File: src/rtl/huffman_encoder.sv
// huffman_encoder: looks up a 5-bit symbol index in a fixed 18-entry canonical
// Huffman codebook and serializes the codeword MSB-first on a 1-bit
// valid/ready stream. Illegal indices are consumed and flagged with sym_err.
//
// Ports:
//   clk        clock, rising edge
//   reset      synchronous active-high reset
//   sym_valid  upstream symbol valid
//   sym_in     symbol index
//   sym_ready  encoder can accept a symbol (IDLE and not in reset)
//   bit_out    serial codeword bit, MSB first
//   bit_valid  bit_out valid
//   bit_last   bit_out is the final bit of the current codeword
//   bit_ready  downstream accepts bit
//   sym_err    one-cycle pulse when an illegal index is accepted
//   sym_count  number of legal symbols fully emitted (wraps)
//
// Optional feature macro: HUFF_ENC_PREAMBLE_EN -- when defined, each legal
// codeword is preceded by the marker bits 0 then 1 (never flagged bit_last).
module huffman_encoder #(
  parameter int unsigned SYM_W   = 5,
  parameter int unsigned NUM_SYM = 18,
  parameter int unsigned MAX_LEN = 7,
  parameter int unsigned CNT_W   = 16
) (
  input  logic             clk,
  input  logic             reset,
  input  logic             sym_valid,
  input  logic [SYM_W-1:0] sym_in,
  output logic             sym_ready,
  output logic             bit_out,
  output logic             bit_valid,
  output logic             bit_last,
  input  logic             bit_ready,
  output logic             sym_err,
  output logic [CNT_W-1:0] sym_count
);

  localparam int unsigned LenW = $clog2(MAX_LEN + 1);

`ifdef HUFF_ENC_PREAMBLE_EN
  typedef enum logic [1:0] {StIdle, StShift, StPreamble} state_e;
`else
  typedef enum logic [1:0] {StIdle, StShift} state_e;
`endif

  state_e             state_q;
  logic [MAX_LEN-1:0] shift_q;
  logic [LenW-1:0]    cnt_q;
  logic               bit_out_q;
  logic               bit_valid_q;
  logic               bit_last_q;
  logic               sym_err_q;
  logic [CNT_W-1:0]   sym_count_q;
`ifdef HUFF_ENC_PREAMBLE_EN
  logic               mark_q;  // 0: first marker bit on the wire, 1: second
`endif

  // Codebook lookup, codes left-aligned in MAX_LEN bits.
  logic [MAX_LEN-1:0] lut_code;
  logic [LenW-1:0]    lut_len;
  logic               sym_legal;

  always_comb begin
    lut_code = '0;
    lut_len  = '0;
    unique case (32'(sym_in))
      0:  begin lut_code = 7'b0000000; lut_len = LenW'(2); end
      1:  begin lut_code = 7'b0100000; lut_len = LenW'(3); end
      2:  begin lut_code = 7'b0110000; lut_len = LenW'(3); end
      3:  begin lut_code = 7'b1000000; lut_len = LenW'(3); end
      4:  begin lut_code = 7'b1010000; lut_len = LenW'(4); end
      5:  begin lut_code = 7'b1011000; lut_len = LenW'(4); end
      6:  begin lut_code = 7'b1100000; lut_len = LenW'(4); end
      7:  begin lut_code = 7'b1101000; lut_len = LenW'(4); end
      8:  begin lut_code = 7'b1110000; lut_len = LenW'(6); end
      9:  begin lut_code = 7'b1110010; lut_len = LenW'(6); end
      10: begin lut_code = 7'b1110100; lut_len = LenW'(6); end
      11: begin lut_code = 7'b1110110; lut_len = LenW'(6); end
      12: begin lut_code = 7'b1111000; lut_len = LenW'(6); end
      13: begin lut_code = 7'b1111010; lut_len = LenW'(6); end
      14: begin lut_code = 7'b1111100; lut_len = LenW'(7); end
      15: begin lut_code = 7'b1111101; lut_len = LenW'(7); end
      16: begin lut_code = 7'b1111110; lut_len = LenW'(7); end
      17: begin lut_code = 7'b1111111; lut_len = LenW'(7); end
      default: begin lut_code = '0; lut_len = '0; end
    endcase
  end

  assign sym_legal = 32'(sym_in) < NUM_SYM;

  // Held low during the reset cycle even if the FSM was mid-codeword.
  assign sym_ready = (state_q == StIdle) && !reset;

  always_ff @(posedge clk) begin
    if (reset) begin
      state_q     <= StIdle;
      shift_q     <= '0;
      cnt_q       <= '0;
      bit_out_q   <= 1'b0;
      bit_valid_q <= 1'b0;
      bit_last_q  <= 1'b0;
      sym_err_q   <= 1'b0;
      sym_count_q <= '0;
`ifdef HUFF_ENC_PREAMBLE_EN
      mark_q      <= 1'b0;
`endif
    end else begin
      sym_err_q <= 1'b0;
      unique case (state_q)
        StIdle: begin
          if (sym_valid) begin
            if (sym_legal) begin
              shift_q     <= lut_code;
              cnt_q       <= lut_len;
              bit_valid_q <= 1'b1;
`ifdef HUFF_ENC_PREAMBLE_EN
              state_q     <= StPreamble;
              mark_q      <= 1'b0;
              bit_out_q   <= 1'b0;
              bit_last_q  <= 1'b0;
`else
              state_q     <= StShift;
              bit_out_q   <= lut_code[MAX_LEN-1];
              bit_last_q  <= (lut_len == LenW'(1));
`endif
            end else begin
              sym_err_q <= 1'b1;
            end
          end
        end
`ifdef HUFF_ENC_PREAMBLE_EN
        StPreamble: begin
          if (bit_ready) begin
            if (!mark_q) begin
              mark_q    <= 1'b1;
              bit_out_q <= 1'b1;
            end else begin
              state_q    <= StShift;
              bit_out_q  <= shift_q[MAX_LEN-1];
              bit_last_q <= (cnt_q == LenW'(1));
            end
          end
        end
`endif
        StShift: begin
          if (bit_ready) begin
            if (cnt_q == LenW'(1)) begin
              state_q     <= StIdle;
              bit_valid_q <= 1'b0;
              bit_out_q   <= 1'b0;
              bit_last_q  <= 1'b0;
              sym_count_q <= sym_count_q + CNT_W'(1);
            end else begin
              shift_q    <= shift_q << 1;
              cnt_q      <= cnt_q - LenW'(1);
              // Present the bit that becomes MSB after this shift.
              bit_out_q  <= shift_q[MAX_LEN-2];
              bit_last_q <= (cnt_q == LenW'(2));
            end
          end
        end
        default: state_q <= StIdle;
      endcase
    end
  end

  assign bit_out   = bit_out_q;
  assign bit_valid = bit_valid_q;
  assign bit_last  = bit_last_q;
  assign sym_err   = sym_err_q;
  assign sym_count = sym_count_q;

endmodule

File: config.mk
export PLATFORM = sky130hd
export DESIGN_NAME = huffman_encoder
export DESIGN_NICKNAME = d
export VERILOG_FILES = /design/src/rtl/huffman_encoder.sv
export SDC_FILE = /design/constraint.sdc
export NUM_CORES = 1
export LEC_CHECK = 0
export BUFFER_PORTS_ARGS = -buffer_cell sky130_fd_sc_hd__buf_2
export CAP_MARGIN = 5
export CORE_ASPECT_RATIO = 1.25
export CORE_UTILIZATION = 40
export CTS_BUF_LIST = sky130_fd_sc_hd__clkbuf_8
export DETAILED_ROUTE_END_ITERATION = 8
export PLACE_DENSITY = 0.62
export SLEW_MARGIN = 30
export SYNTH_ARGS = -nofsm -noshare
export SYNTH_HDL_FRONTEND = slang
export SYNTH_SLANG_ARGS = --single-unit
File: constraint.sdc
create_clock -name clk -period 6.3 [get_ports clk]
set_clock_uncertainty 0.2 [all_clocks]
set_input_delay 0.315 -clock clk [delete_from_list [all_inputs] [get_ports clk]]
set_output_delay 0.315 -clock clk [all_outputs]
set_load 0.05 [all_outputs]
# == Yosys cells after proc, flatten, opt, wreduce, memory -nomap -nowiden ==
# Memories as Yosys holds them, arrays and structs flattened.
# Index checks and enable logic that the tools add are counted.
# classes
div,0
bitwise_logic,2
add_sub_neg,2
n_mux,31
eq_ne,9
shift,0
magnitude_cmp,1
reduce_logical,10
mul,0
# op_table
cell,count
6-bit 2-to-1 mux,4
"16-bit by 1-bit adder with 16-bit output, second input constant",1
1-bit 2-to-1 mux,13
3-bit 2-to-1 mux,4
6-bit one-hot mux with 2 select lines,1
"2-bit inequality test, second input constant",5
5-bit AND reduction,2
2-bit 2-to-1 mux,4
4-bit AND reduction,2
"3-bit by 1-bit == test with 1-bit output, second input constant",2
1-bit one-hot mux with 2 select lines,3
3-bit one-hot mux with 2 select lines,1
"5-bit less-than comparator, second input constant",1
2-bit one-hot mux with 2 select lines,1
"3-bit by 2-bit == test with 1-bit output, second input constant",1
3-bit AND reduction,1
3-bit OR reduction,1
"3-bit by 1-bit subtractor with 3-bit output, second input constant",1
"2-bit by 1-bit == test with 1-bit output, second input constant",1
2-bit zero test,1
1-bit NOT,2
2-bit nonzero test,1
1-bit logical AND,1
1-bit zero test,1
# word_totals
reg_bits,31
out_inout_bits,21
latch_bits,0
input_bits,9
mem_bits_rw,0
romBits,320
memories,1
# mem_list
memory,depth,word_bits,rd,rd_ports_with_merged_regs,wr,line,rtl
(no name shown),32,10,1,0,0,67,unique case (32'(sym_in))

# == Longest topological paths before layout ==
# Gate-level depths: netlist (run 1).
# An unclocked memory read counts as a cell.
# depth
depth_word,5
depth_mapped,7

# == Worst setup path before layout (run 1) ==
# Ideal clock, no wire load.
# synth_timing
kind,register to register
startpoint,"reg sym_count_q[3], in the netlist sym_count[3]"
endpoint,"reg sym_count_q[12], in the netlist sym_count[12]"
required_time_ns,5.979
path_stages_with_launch,5
arrival_time_ns,1.927
n_path_buf,0
period_less_slack_ns,2.247
slack_ns,4.053
path_cell_list,dfxtp_1 nand4_1 nor4_1 nand3_1 mux2_2
# synth_between
elab_chain_cells,1
# synth_lines
element,line,rtl
"start, declared",54,logic [CNT_W-1:0] sym_count_q;
"start signal, assigned",153,sym_count_q <= sym_count_q + CNT_W'(1);
16-bit by 1-bit adder with 16-bit output,153,
# Every way passes these cells.
# A chain may end at the register's enable or synchronous reset.

==> key figures, run 1 <==
STA
  – Final Hold Fails: 0
  – Highest achievable clock rate: 389 MHz
  – Final count of negative-setup-slack endpoints: 0
  – Relative slew margins: 50.8%
  – Min Clock Period, post-route: 2570 ps
  – Post-route setup TNS: 0 ps
  – Part of the cycle the worst path needs: 40.8%
  – Max-slew violations: 0
  – RSZ-0062 raised after global routing: no
  – Final worst hold slack: 92.4 ps
  – Slew of the pin with the lowest slew margin: 732 ps

CTS
  – TritonCTS Buffers: 5
  – Setup bufs post-CTS: 0
  – Hold-fix buffers, CTS: 0
  – Number of levels in the clock H-tree: 2
  – Insertion delay to the later sink of the worst-skew pair: 270 ps
  – Count of cells resized by post-cts repair: 0
  – Clock tree root driver cell: clkbuf_8
  – Worst-case clock buffer depth: 2
  – Number of sinks handled by clock tree synthesis: 29
  – CTS tree: yes
  – Clock transition at the register clock pins on the worst setup and hold paths after CTS: 50 ps

Floorplanning
  – Core Area: 0.00382 mm^2
  – Total die area: 0.00430 mm^2
  – Vertical extent of the die: 73.1 um
  – Count of boundary I/O pins: 30
  – Total number of placement rows: 25
  – Initial Util: 42.4%
  – Die span in x: 58.9 um

Outcome
  – Run status: completed

GRT
  – Number of global-route vias before repair: 1267
  – Initial antenna violation count: 0
  – Pin count of the biggest net entering global routing: 32
  – First-pass GRT wire length: 5670 um
  – Overall track demand over capacity in global routing: 17.3%
  – Total gr overflow: 0

Yosys
  – Number of distinct standard cells referenced by the synthesized netlist: 46
  – Mapped Cells: 195
  – FF+latch count, synth: 29
  – Post-Synthesis Net Count: 212
  – Post-synthesis sequential area ratio: 35.9%
  – Synth Area per Inst: 8.30 um^2
  – Yosys warnings: 0
  – Commonest register cell after synthesis: dfxtp_1
  – Count of flip-flops with a built-in enable after synthesis: 0
  – Biggest area contributors in the synthesized netlist: dfxtp_1 36%, ha_1 6.2%, nor2_1 4.9%
  – Cell area after synthesis: 0.00162 mm^2
  – Most area-hungry cell type in the Yosys netlist: dfxtp_1
  – Synth async-reset ratio: 0%
  – Share of Yosys cell area claimed by the top area cell type: 35.9%

Final layout
  – Area taken by multi-input logic gates: 936 um^2
  – Post-route insts no fill: 274
  – Layout fillers: 385
  – Footprint of the flip-flops and latches: 581 um^2
  – Most frequent cells in the layout: 30 x buf_2, 29 x dfxtp_1, 21 x nor2_1
  – Antenna diode count: 0
  – Most common library cell in the layout ignoring fill and taps: buf_2
  – Area Overhead vs Synth: 15.8%
  – Util after Layout: 49.1%
  – Share of cells above drive strength 1: 19.1%
  – Final nets: 237

Worst setup path
  – Worst-path fanout max: 16
  – Data arrival at the endpoint of the critical path: 2530 ps
  – Kind of start point of the critical path: flip-flop
  – Crit path required time: 6260 ps
  – Worst Setup Path Type: flip-flop to flip-flop
  – Type of element capturing the critical path: flip-flop

Detailed routing
  – Average detailed-routed wire length per instance: 12.1 um
  – Uppermost routed layer: met4
  – Antenna-violating nets left: 0
  – Vias: 1429
  – Total Wirelength: 3310 um
  – Length of routed met2 wiring: 1560 um
  – DRC violation total after the first TritonRoute iteration: 50
  – Vias per Instance: 5.22
  – Pre-antenna DRT Iters: 4
  – Total DRC errors in the routed layout: 0
  – Detailed-routing wirelength on met1: 1540 um
  – Routed wire length on met3: 138 um

Power
  – Largest voltage drop on the vdd net: 0.0818 mV
  – Power density cells: 213 mW/mm^2
  – Static leakage: 0.744 nW

Placed design
  – Last weighted congestion value of the routability-driven placer: 0.752
  – Number of placed instances, taps included: 267
  – DP Wirelength: 2380 um
  – Count of buffers from port buffering: 29

Hold path
  – Class of the tightest hold or removal check: primary input to flip-flop

Run
  – Number of max-cap violations: 0
sequential cells by signal, indices dropped and copies added (netlist names):
| name | flops |
|---|---|
| sym_count | 16 |
| bit_last | 1 |
| cnt_q | 3 |
| sym_err | 1 |
| bit_out | 1 |
| shift_q | 6 |
| bit_valid | 1 |
metrics by stage:
| stage | setup WS [ps] | total power [mW] | cell area (um^2) |
|---|---|---|---|
| 2_1_floorplan | 4050 | 0.240 | 1620 |
| 5_1_grt | 3500 | 0.419 | 1870 |
| 4_1_cts | 3740 | 0.406 | 1870 |
| 6_report | 3730 | 0.399 | 1870 |
| 3_3_place_gp | 3600 | 0.254 | 1780 |
| 3_5_place_dp | 3740 | 0.254 | 1790 |
synth_stat cells (all sizes together), types with 2 or more instances:
cell type / count
buf: 3
nand2b: 2
a32o: 2
nand3: 7
dfxtp: 29
a211oi: 2
or4: 4
o221ai: 2
a31oi: 5
a221oi: 2
o31ai: 5
a221o: 2
xor2: 4
or2: 2
ha: 8
nor2: 21
nand2: 15
a21oi: 14
nor4b: 2
o21ai: 2
xnor2: 7
mux2: 2
clkbuf: 9
nand4: 2
inv: 14
nor4: 4
nor3: 6
nor2b: 3
where the power goes:
group	leakage (nW)	internal, mW	switching [mW]
Clock	0.0485	0.0847	0.0632
Sequential	0.235	0.189	0.00569
Combinational	0.460	0.0197	0.0361
final timing paths:
path	startpoint	cells past startpoint	slack, ps	end
setup / recovery	bit_valid	5	3730	shift_q[5]
hold / removal	sym_valid	3	90	sym_err
setup reg to reg	bit_valid	5	3730	shift_q[5]
hold reg to reg	shift_q[0]	2	250	shift_q[0]
cells by family (layout without fill, tap and decap cells):
group / count (synthesis) / count (layout) / share of synthesized area [%]
multiplexers: 3 / 3 / 2.01
AO/OA/AOI/OAI: 43 / 43 / 18.7
flip-flops: 29 / 29 / 35.9
XOR/XNOR: 11 / 11 / 5.95
adder cells (fa/ha/maj): 8 / 8 / 6.19
buffers and inverters: 26 / 51 / 6.26
AND/OR/NAND/NOR: 75 / 75 / 25.0
area by class of cell:
type / count / share of cell area (%)
well taps: 54 / 3.61
repair buffers: 30 / 8.02
flip-flops and latches: 29 / 31.0
inverters: 14 / 2.81
clock inverters: 1 / 0.200
multi-input cells: 140 / 50.0
clock buffers: 6 / 4.41
worst max-delay path: stages, from the launching register on:
cell     delay, ps
dfxtp_1        670
inv_1          340
a32oi_1        630
buf_2          310
nor3_1          70
a32o_1         230
metal layers:
| metal | track usage [%] | up-vias |
|---|---|---|
| met5 | 0 | - |
| met4 | 8.99 | 0 |
| met3 | 4.26 | 7 |
| met2 | 28.2 | 31 |
| met1 | 20.9 | 644 |
| li1 | - | 747 |
(Power assumes the default switching activity.)
==> run 2, diff against run 1 <==
--- a/config.mk
+++ b/config.mk
@@ -5,13 +5,14 @@
 export SDC_FILE = /design/constraint.sdc
 export NUM_CORES = 1
 export LEC_CHECK = 0
+export ABC_AREA = 1
 export BUFFER_PORTS_ARGS = -buffer_cell sky130_fd_sc_hd__buf_2
 export CAP_MARGIN = 5
 export CORE_ASPECT_RATIO = 1.25
 export CORE_UTILIZATION = 40
 export CTS_BUF_LIST = sky130_fd_sc_hd__clkbuf_8
 export DETAILED_ROUTE_END_ITERATION = 8
-export PLACE_DENSITY = 0.62
+export PLACE_DENSITY = 0.63
 export SLEW_MARGIN = 30
 export SYNTH_ARGS = -nofsm -noshare
 export SYNTH_HDL_FRONTEND = slang
==> constraint.sdc (replaced) <==
create_clock -name clk -period 2.2 [get_ports clk]
set_clock_uncertainty 0.2 [all_clocks]
set_input_delay 0.11 -clock clk [delete_from_list [all_inputs] [get_ports clk]]
set_output_delay 0.11 -clock clk [all_outputs]
set_load 0.05 [all_outputs]
==> key figures, run 2 <==
Yosys
  – Biggest area contributors in the synthesized netlist: dfxtp_1 33%, nand2_1 17%, inv_1 7.9%
  – Synth Area per Inst: 6.44 um^2
  – Post-Synthesis Net Count: 290
  – Top-count cell post-synth: nand2_1
  – Commonest register cell after synthesis: dfxtp_1
  – Cell area after synthesis: 0.00176 mm^2
  – Most area-hungry cell type in the Yosys netlist: dfxtp_1
  – Post-synthesis sequential area ratio: 33.0%
  – Count of flip-flops with a built-in enable after synthesis: 0
  – Yosys warnings: 0
  – FF+latch count, synth: 29
  – Share of Yosys cell area claimed by the top area cell type: 33.0%
  – Mapped Cells: 273
  – Number of distinct standard cells referenced by the synthesized netlist: 28
  – Synth async-reset ratio: 0%
  – Most used standard cells in the synthesized netlist: 78 x nand2_1, 37 x inv_1, 36 x nor2_1, 29 x dfxtp_1, 19 x a21oi_1

Final layout
  – Layout fillers: 458
  – Most common library cell in the layout ignoring fill and taps: nand2_1
  – Most frequent cells in the layout: 78 x nand2_1, 38 x inv_1, 36 x nor2_1
  – Share of cells above drive strength 1: 16.2%
  – Post-route insts no fill: 364
  – Final nets: 325
  – Area Overhead vs Synth: 18.1%
  – Antenna diode count: 0
  – Area taken by multi-input logic gates: 0.00100 mm^2
  – Footprint of the flip-flops and latches: 581 um^2
  – Largest register FFs: 16

Detailed routing
  – Vias per Instance: 4.69
  – Total DRC errors in the routed layout: 0
  – Vias: 1707
  – DRC violation total after the first TritonRoute iteration: 90
  – Antenna-violating nets left: 0
  – Pre-antenna DRT Iters: 4
  – Average detailed-routed wire length per instance: 10.1 um
  – Total Wirelength: 3660 um

CTS
  – Number of sinks handled by clock tree synthesis: 29
  – Number of levels in the clock H-tree: 2
  – Clock tree root driver cell: clkbuf_8
  – CTS tree: yes
  – TritonCTS Buffers: 5
  – Setup bufs post-CTS: 0
  – Count of cells resized by post-cts repair: 0
  – Worst-case clock buffer depth: 2
  – Insertion delay to the later sink of the worst-skew pair: 270 ps
  – Clock transition at the register clock pins on the worst setup and hold paths after CTS: 60 ps

STA
  – Final worst hold slack: 65.0 ps
  – Final worst-path setup slack: 515 ps
  – Part of the cycle the worst path needs: 76.6%
  – Final count of negative-setup-slack endpoints: 0
  – Relative slew margins: 55.9%
  – RSZ-0062 raised after global routing: no
  – Slew of the pin with the lowest slew margin: 661 ps
  – Post-route setup TNS: 0 ps
  – Min Clock Period, post-route: 1680 ps
  – Max-slew violations: 0
  – Highest achievable clock rate: 594 MHz
  – Final Hold Fails: 0

Floorplanning
  – Vertical extent of the die: 76.1 um
  – Die span in x: 61.3 um
  – Total die area: 0.00467 mm^2
  – Core Area: 0.00416 mm^2
  – Count of boundary I/O pins: 30
  – Initial Util: 42.2%
  – Total number of placement rows: 26

Outcome
  – Run status: completed

Placed design
  – Number of placed instances, taps included: 353
  – Pre-CTS worst setup slack: 511 ps
  – DP Wirelength: 2750 um
  – Count of buffers from port buffering: 29
  – Last weighted congestion value of the routability-driven placer: 0.760

Worst setup path
  – Ordered list of cells on the worst path: inv_1 -> ha_1 -> nand2_4 -> inv_1 -> nand2_1 -> nand3_2 -> a21oi_1 -> nor2_1
  – Worst Setup Path Type: flip-flop to flip-flop
  – Crit path required time: 2170 ps
  – Logic depth of the worst register-to-register path: 8
  – Data arrival at the endpoint of the critical path: 1650 ps
  – Critical-path cell with the highest stage delay: dfxtp_1
  – Worst-path fanout max: 15
  – Type of element capturing the critical path: flip-flop
  – Kind of start point of the critical path: flip-flop
  – CP most frequent cell: inv_1
  – Largest stage delay, worst path: 330 ps

Power
  – Switching Fraction: 29.4%
  – Net switching power: 0.363 mW
  – Power density cells: 594 mW/mm^2
  – Largest voltage drop on the vdd net: 0.175 mV
  – Internal power: 0.870 mW
  – Static leakage: 1.03 nW
  – Combinational share of power: 19.5%
  – Part of the total power dissipated in sequential elements: 45.6%
  – Clock network fraction of total power: 34.8%

GRT
  – First-pass GRT wire length: 6430 um
  – Number of global-route vias before repair: 1547
  – Total gr overflow: 0
  – Initial antenna violation count: 0
  – Pin count of the biggest net entering global routing: 22
  – Overall track demand over capacity in global routing: 17.8%

Run
  – Number of max-cap violations: 0

Hold path
  – Number of cells on the worst hold path: 5
  – Class of the tightest hold or removal check: primary input to flip-flop
==> run 2: cell types whose count changed after synthesis, sizes merged, moves of 4 or more <==
| cell | previous run | this run |
|---|---|---|
| nand3 | 7 | 20 |
| nor2 | 21 | 42 |
| clkbuf | 9 | 4 |
| xnor2 | 7 | 1 |
| nor3 | 6 | 2 |
| o21ai | 2 | 11 |
| or4 | 4 | 0 |
| nand2 | 15 | 80 |
| a31oi | 5 | 1 |
| xor2 | 4 | 0 |
| o31ai | 5 | 0 |
| inv | 14 | 38 |
| a21oi | 14 | 19 |
==> run 2: logic make-up (layout without fill, tap and decap cells) <==
family | count (synthesis) | after routing | share of synthesized area, %
fa+ha+maj | 8 | 8 | 5.69
compound gates | 36 | 36 | 11.0
flops | 29 | 29 | 33.0
xor+xnor | 1 | 1 | 0.498
simple gates | 155 | 155 | 39.9
buf+inv | 44 | 79 | 9.89
==> run 2: path summary, 6_finish.rpt <==
kind / from / end / slack [ps]
min: sym_in[1] / shift_q[2] / 60
max reg2reg: cnt_q[1] / shift_q[4] / 520
max: cnt_q[1] / shift_q[4] / 520
min reg2reg: shift_q[0] / shift_q[0] / 280
==> run 2: critical path, delay by kind of cell (launching register included) <==
kind            cells  cell delay [ps]
flops               1              330
buf+inv             2              120
compound gates      1              210
fa+ha+maj           1              210
simple gates        4              500
==> run 2: final cells by class <==
type,count,share of cell area (%)
multi-input cells,200,48.4
inverters,38,6.87
flip-flops and latches,29,28.0
well taps,56,3.37
repair buffers,34,9.28
clock buffers,6,3.98
clock inverters,1,0.181
==> run 2: timing repair <==
| item | CTS | global route |
|---|---|---|
| setup endpoints to repair | 0 | 0 |
| hold endpoints to repair | 8 | 0 |
| hold buffers | 4 | 0 |
==> run 2: power groups by stage <==
stage | logic (mW) | clock network [mW] | registers (mW)
after floorplan | 0.163 | 0 | 0.597
after global placement | 0.237 | 0 | 0.574
after detailed placement | 0.237 | 0 | 0.574
after CTS | 0.243 | 0.447 | 0.563
after global routing | 0.275 | 0.466 | 0.566
final | 0.241 | 0.430 | 0.563
==> run 2: stage by stage <==
stage          utilization (%)  cell area (um^2)  power (mW)
5_1_grt                   49.9              2080        1.31
3_5_place_dp              46.8              1950       0.812
6_report                  49.9              2080        1.23
2_1_floorplan                -              1760       0.759
4_1_cts                   49.9              2080        1.25
3_3_place_gp              46.8              1950       0.811
==> run 2: per-layer routing <==
layer | global-route usage (%) | vias to the layer above | wire length, um
met1 | 20.5 | 747 | 1650
li1 | - | 926 | -
met3 | 4.07 | 5 | 110
met5 | 0 | - | 0
met2 | 30.9 | 29 | 1850
met4 | 6.14 | 0 | 51
==> run 3, diff against run 2 <==
--- a/config.mk
+++ b/config.mk
@@ -5,14 +5,14 @@
 export SDC_FILE = /design/constraint.sdc
 export NUM_CORES = 1
 export LEC_CHECK = 0
-export ABC_AREA = 1
+export ABC_AREA = 0
 export BUFFER_PORTS_ARGS = -buffer_cell sky130_fd_sc_hd__buf_2
 export CAP_MARGIN = 5
 export CORE_ASPECT_RATIO = 1.25
 export CORE_UTILIZATION = 40
 export CTS_BUF_LIST = sky130_fd_sc_hd__clkbuf_8
 export DETAILED_ROUTE_END_ITERATION = 8
-export PLACE_DENSITY = 0.63
+export PLACE_DENSITY = 0.62
 export SLEW_MARGIN = 30
 export SYNTH_ARGS = -nofsm -noshare
 export SYNTH_HDL_FRONTEND = slang
==> constraint.sdc (replaced) <==
create_clock -name clk -period 1.8 [get_ports clk]
set_clock_uncertainty 0.2 [all_clocks]
set_input_delay 0.09 -clock clk [delete_from_list [all_inputs] [get_ports clk]]
set_output_delay 0.09 -clock clk [all_outputs]
set_load 0.05 [all_outputs]
==> key figures, run 3 (synthesized netlist as in run 1, its figures left out) <==
Detailed routing
  – Average detailed-routed wire length per instance: 12.2 um
  – Total Wirelength: 3690 um
  – Antenna-violating nets left: 0
  – Vias: 1577
  – Pre-antenna DRT Iters: 4
  – Total DRC errors in the routed layout: 0
  – DRC violation total after the first TritonRoute iteration: 59
  – Vias per Instance: 5.22

Final layout
  – Area of all placed cells without fillers: 0.00221 mm^2
  – Footprint of the flip-flops and latches: 622 um^2
  – Largest register FFs: 16
  – Most frequent cells in the layout: 28 x buf_2, 23 x buf_4, 21 x nor2_1
  – Post-route insts no fill: 302
  – Area taken by multi-input logic gates: 980 um^2
  – Util after Layout: 57.8%
  – Layout fillers: 376
  – Antenna diode count: 0
  – Area Overhead vs Synth: 36.3%
  – Share of cells above drive strength 1: 38.3%
  – Most common library cell in the layout ignoring fill and taps: buf_2
  – Final nets: 264

Worst setup path
  – Kind of start point of the critical path: flip-flop
  – WP buf/inv: 1
  – Worst R2R End: sym_count[11]
  – Worst Setup Path Type: flip-flop to flip-flop
  – Critical-path cell with the highest stage delay: or4_4
  – Reg2Reg Launch Point: cnt_q[1]
  – Data arrival at the endpoint of the critical path: 1850 ps
  – Ordered list of cells on the worst path: inv_2 -> ha_4 -> nand4b_4 -> or2_4 -> or4_4 -> a21oi_2
  – Register-to-register path setup slack: -40 ps
  – Crit path required time: 1810 ps
  – Largest stage delay, worst path: 490 ps
  – Type of element capturing the critical path: flip-flop
  – Kind of cell with the highest combined delay on the critical path: simple AND/OR/NAND/NOR gates
  – Logic depth of the worst setup path including buffers: 6
  – Logic depth of the worst register-to-register path: 6
  – Worst-path fanout max: 7

Outcome
  – Failing checks: setup timing
  – Run status: finished with violations

STA
  – Min Clock Period, post-route: 1840 ps
  – Relative slew margins: 71.9%
  – RSZ-0062 raised after global routing: yes
  – Max-slew violations: 0
  – Final worst-path setup slack: -39.5 ps
  – Part of the cycle the worst path needs: 102%
  – Highest achievable clock rate: 544 MHz
  – Final worst hold slack: 71.5 ps
  – Post-route setup TNS: -39.5 ps
  – Final Hold Fails: 0
  – Final count of negative-setup-slack endpoints: 1
  – Slew of the pin with the lowest slew margin: 416 ps

GRT
  – Total gr overflow: 0
  – First-pass GRT wire length: 6060 um
  – Initial antenna violation count: 0
  – Pin count of the biggest net entering global routing: 19
  – Overall track demand over capacity in global routing: 18.8%
  – Number of global-route vias before repair: 1418

CTS
  – Number of sinks handled by clock tree synthesis: 29
  – TritonCTS Buffers: 5
  – Worst-case clock buffer depth: 2
  – Clock transition at the register clock pins on the worst setup and hold paths after CTS: 60 ps
  – Clock tree root driver cell: clkbuf_8
  – Number of levels in the clock H-tree: 2
  – Insertion delay to the later sink of the worst-skew pair: 290 ps
  – CTS tree: yes

Placed design
  – Instance area at placement: 0.00201 mm^2
  – Number of placed instances, taps included: 288
  – DP Wirelength: 2770 um
  – Last weighted congestion value of the routability-driven placer: 0.759
  – Pre-CTS worst setup slack: -64.6 ps
  – Count of buffers from port buffering: 29

Floorplanning
  – Initial Util: 42.4%
  – Core Area: 0.00382 mm^2
  – Total die area: 0.00430 mm^2
  – Count of boundary I/O pins: 30
  – Vertical extent of the die: 73.1 um
  – Die span in x: 58.9 um
  – Total number of placement rows: 25

Power
  – Power density cells: 692 mW/mm^2
  – Total power: 1.53 mW
  – Largest voltage drop on the vdd net: 0.250 mV
  – Static leakage: 0.902 nW

Hold path
  – Hold Path Origin: sym_in[4]
  – Number of cells on the worst hold path: 4
  – Terminating pin of the worst hold path: sym_err
  – Class of the tightest hold or removal check: primary input to flip-flop

Run
  – Number of max-cap violations: 0
[run 3: changes by cell type in the layout (fill, tap and decap cells not counted), sizes merged, moves of 5 or more]
cell / before / now
buf: 30 / 54
a21oi: 19 / 14
o31ai: 0 / 5
o21ai: 11 / 2
nand2: 80 / 15
nand3: 20 / 7
nor2: 42 / 21
inv: 39 / 14
xnor2: 1 / 7
[run 3: layer usage]
layer / routed length, um / vias to the layer above / share of wire [%] / track usage, %
li1: - / 800 / - / -
met3: 88 / 8 / 2.4 / 4.43
met4: 77 / 0 / 2.1 / 10.1
met1: 1540 / 747 / 42 / 19.7
met5: 0 / - / 0 / 0
met2: 1980 / 22 / 54 / 34.0
[run 3: what timing repair did]
item,4_1_cts,5_1_grt
setup endpoints to repair,1,7
endpoints found under the hold margin,6,0
setup buffers,0,4
hold buffers,2,0
resized for setup,1,8
pin swaps,0,7
[run 3: tightest hold or removal path: stages]
cell     delay (ps)
buf_2           150
o31ai_2          90
buf_4           130
nor2_1           50
[run 3: final cells by class]
cell class | count | share of cell area [%]
multi-input cells | 140 | 44.4
flip-flops and latches | 29 | 28.2
repair buffers | 57 | 17.4
clock buffers | 7 | 4.37
well taps | 54 | 3.06
inverters | 14 | 2.38
clock inverters | 1 | 0.227
[run 3: how the worst max path moves through the flow]
stage | to | from
after floorplan | sym_count[11] | cnt_q[1]
after global placement | sym_count[11] | cnt_q[1]
after detailed placement | sym_count[11] | cnt_q[1]
after CTS | sym_count[11] | cnt_q[1]
after global routing | sym_count[11] | cnt_q[1]
final | sym_count[11] | cnt_q[1]
[run 3: where the power goes]
group	switching (mW)	internal, mW
sequential	0.0144	0.652
combinational	0.150	0.120
clock	0.246	0.345
total	0.410	1.12
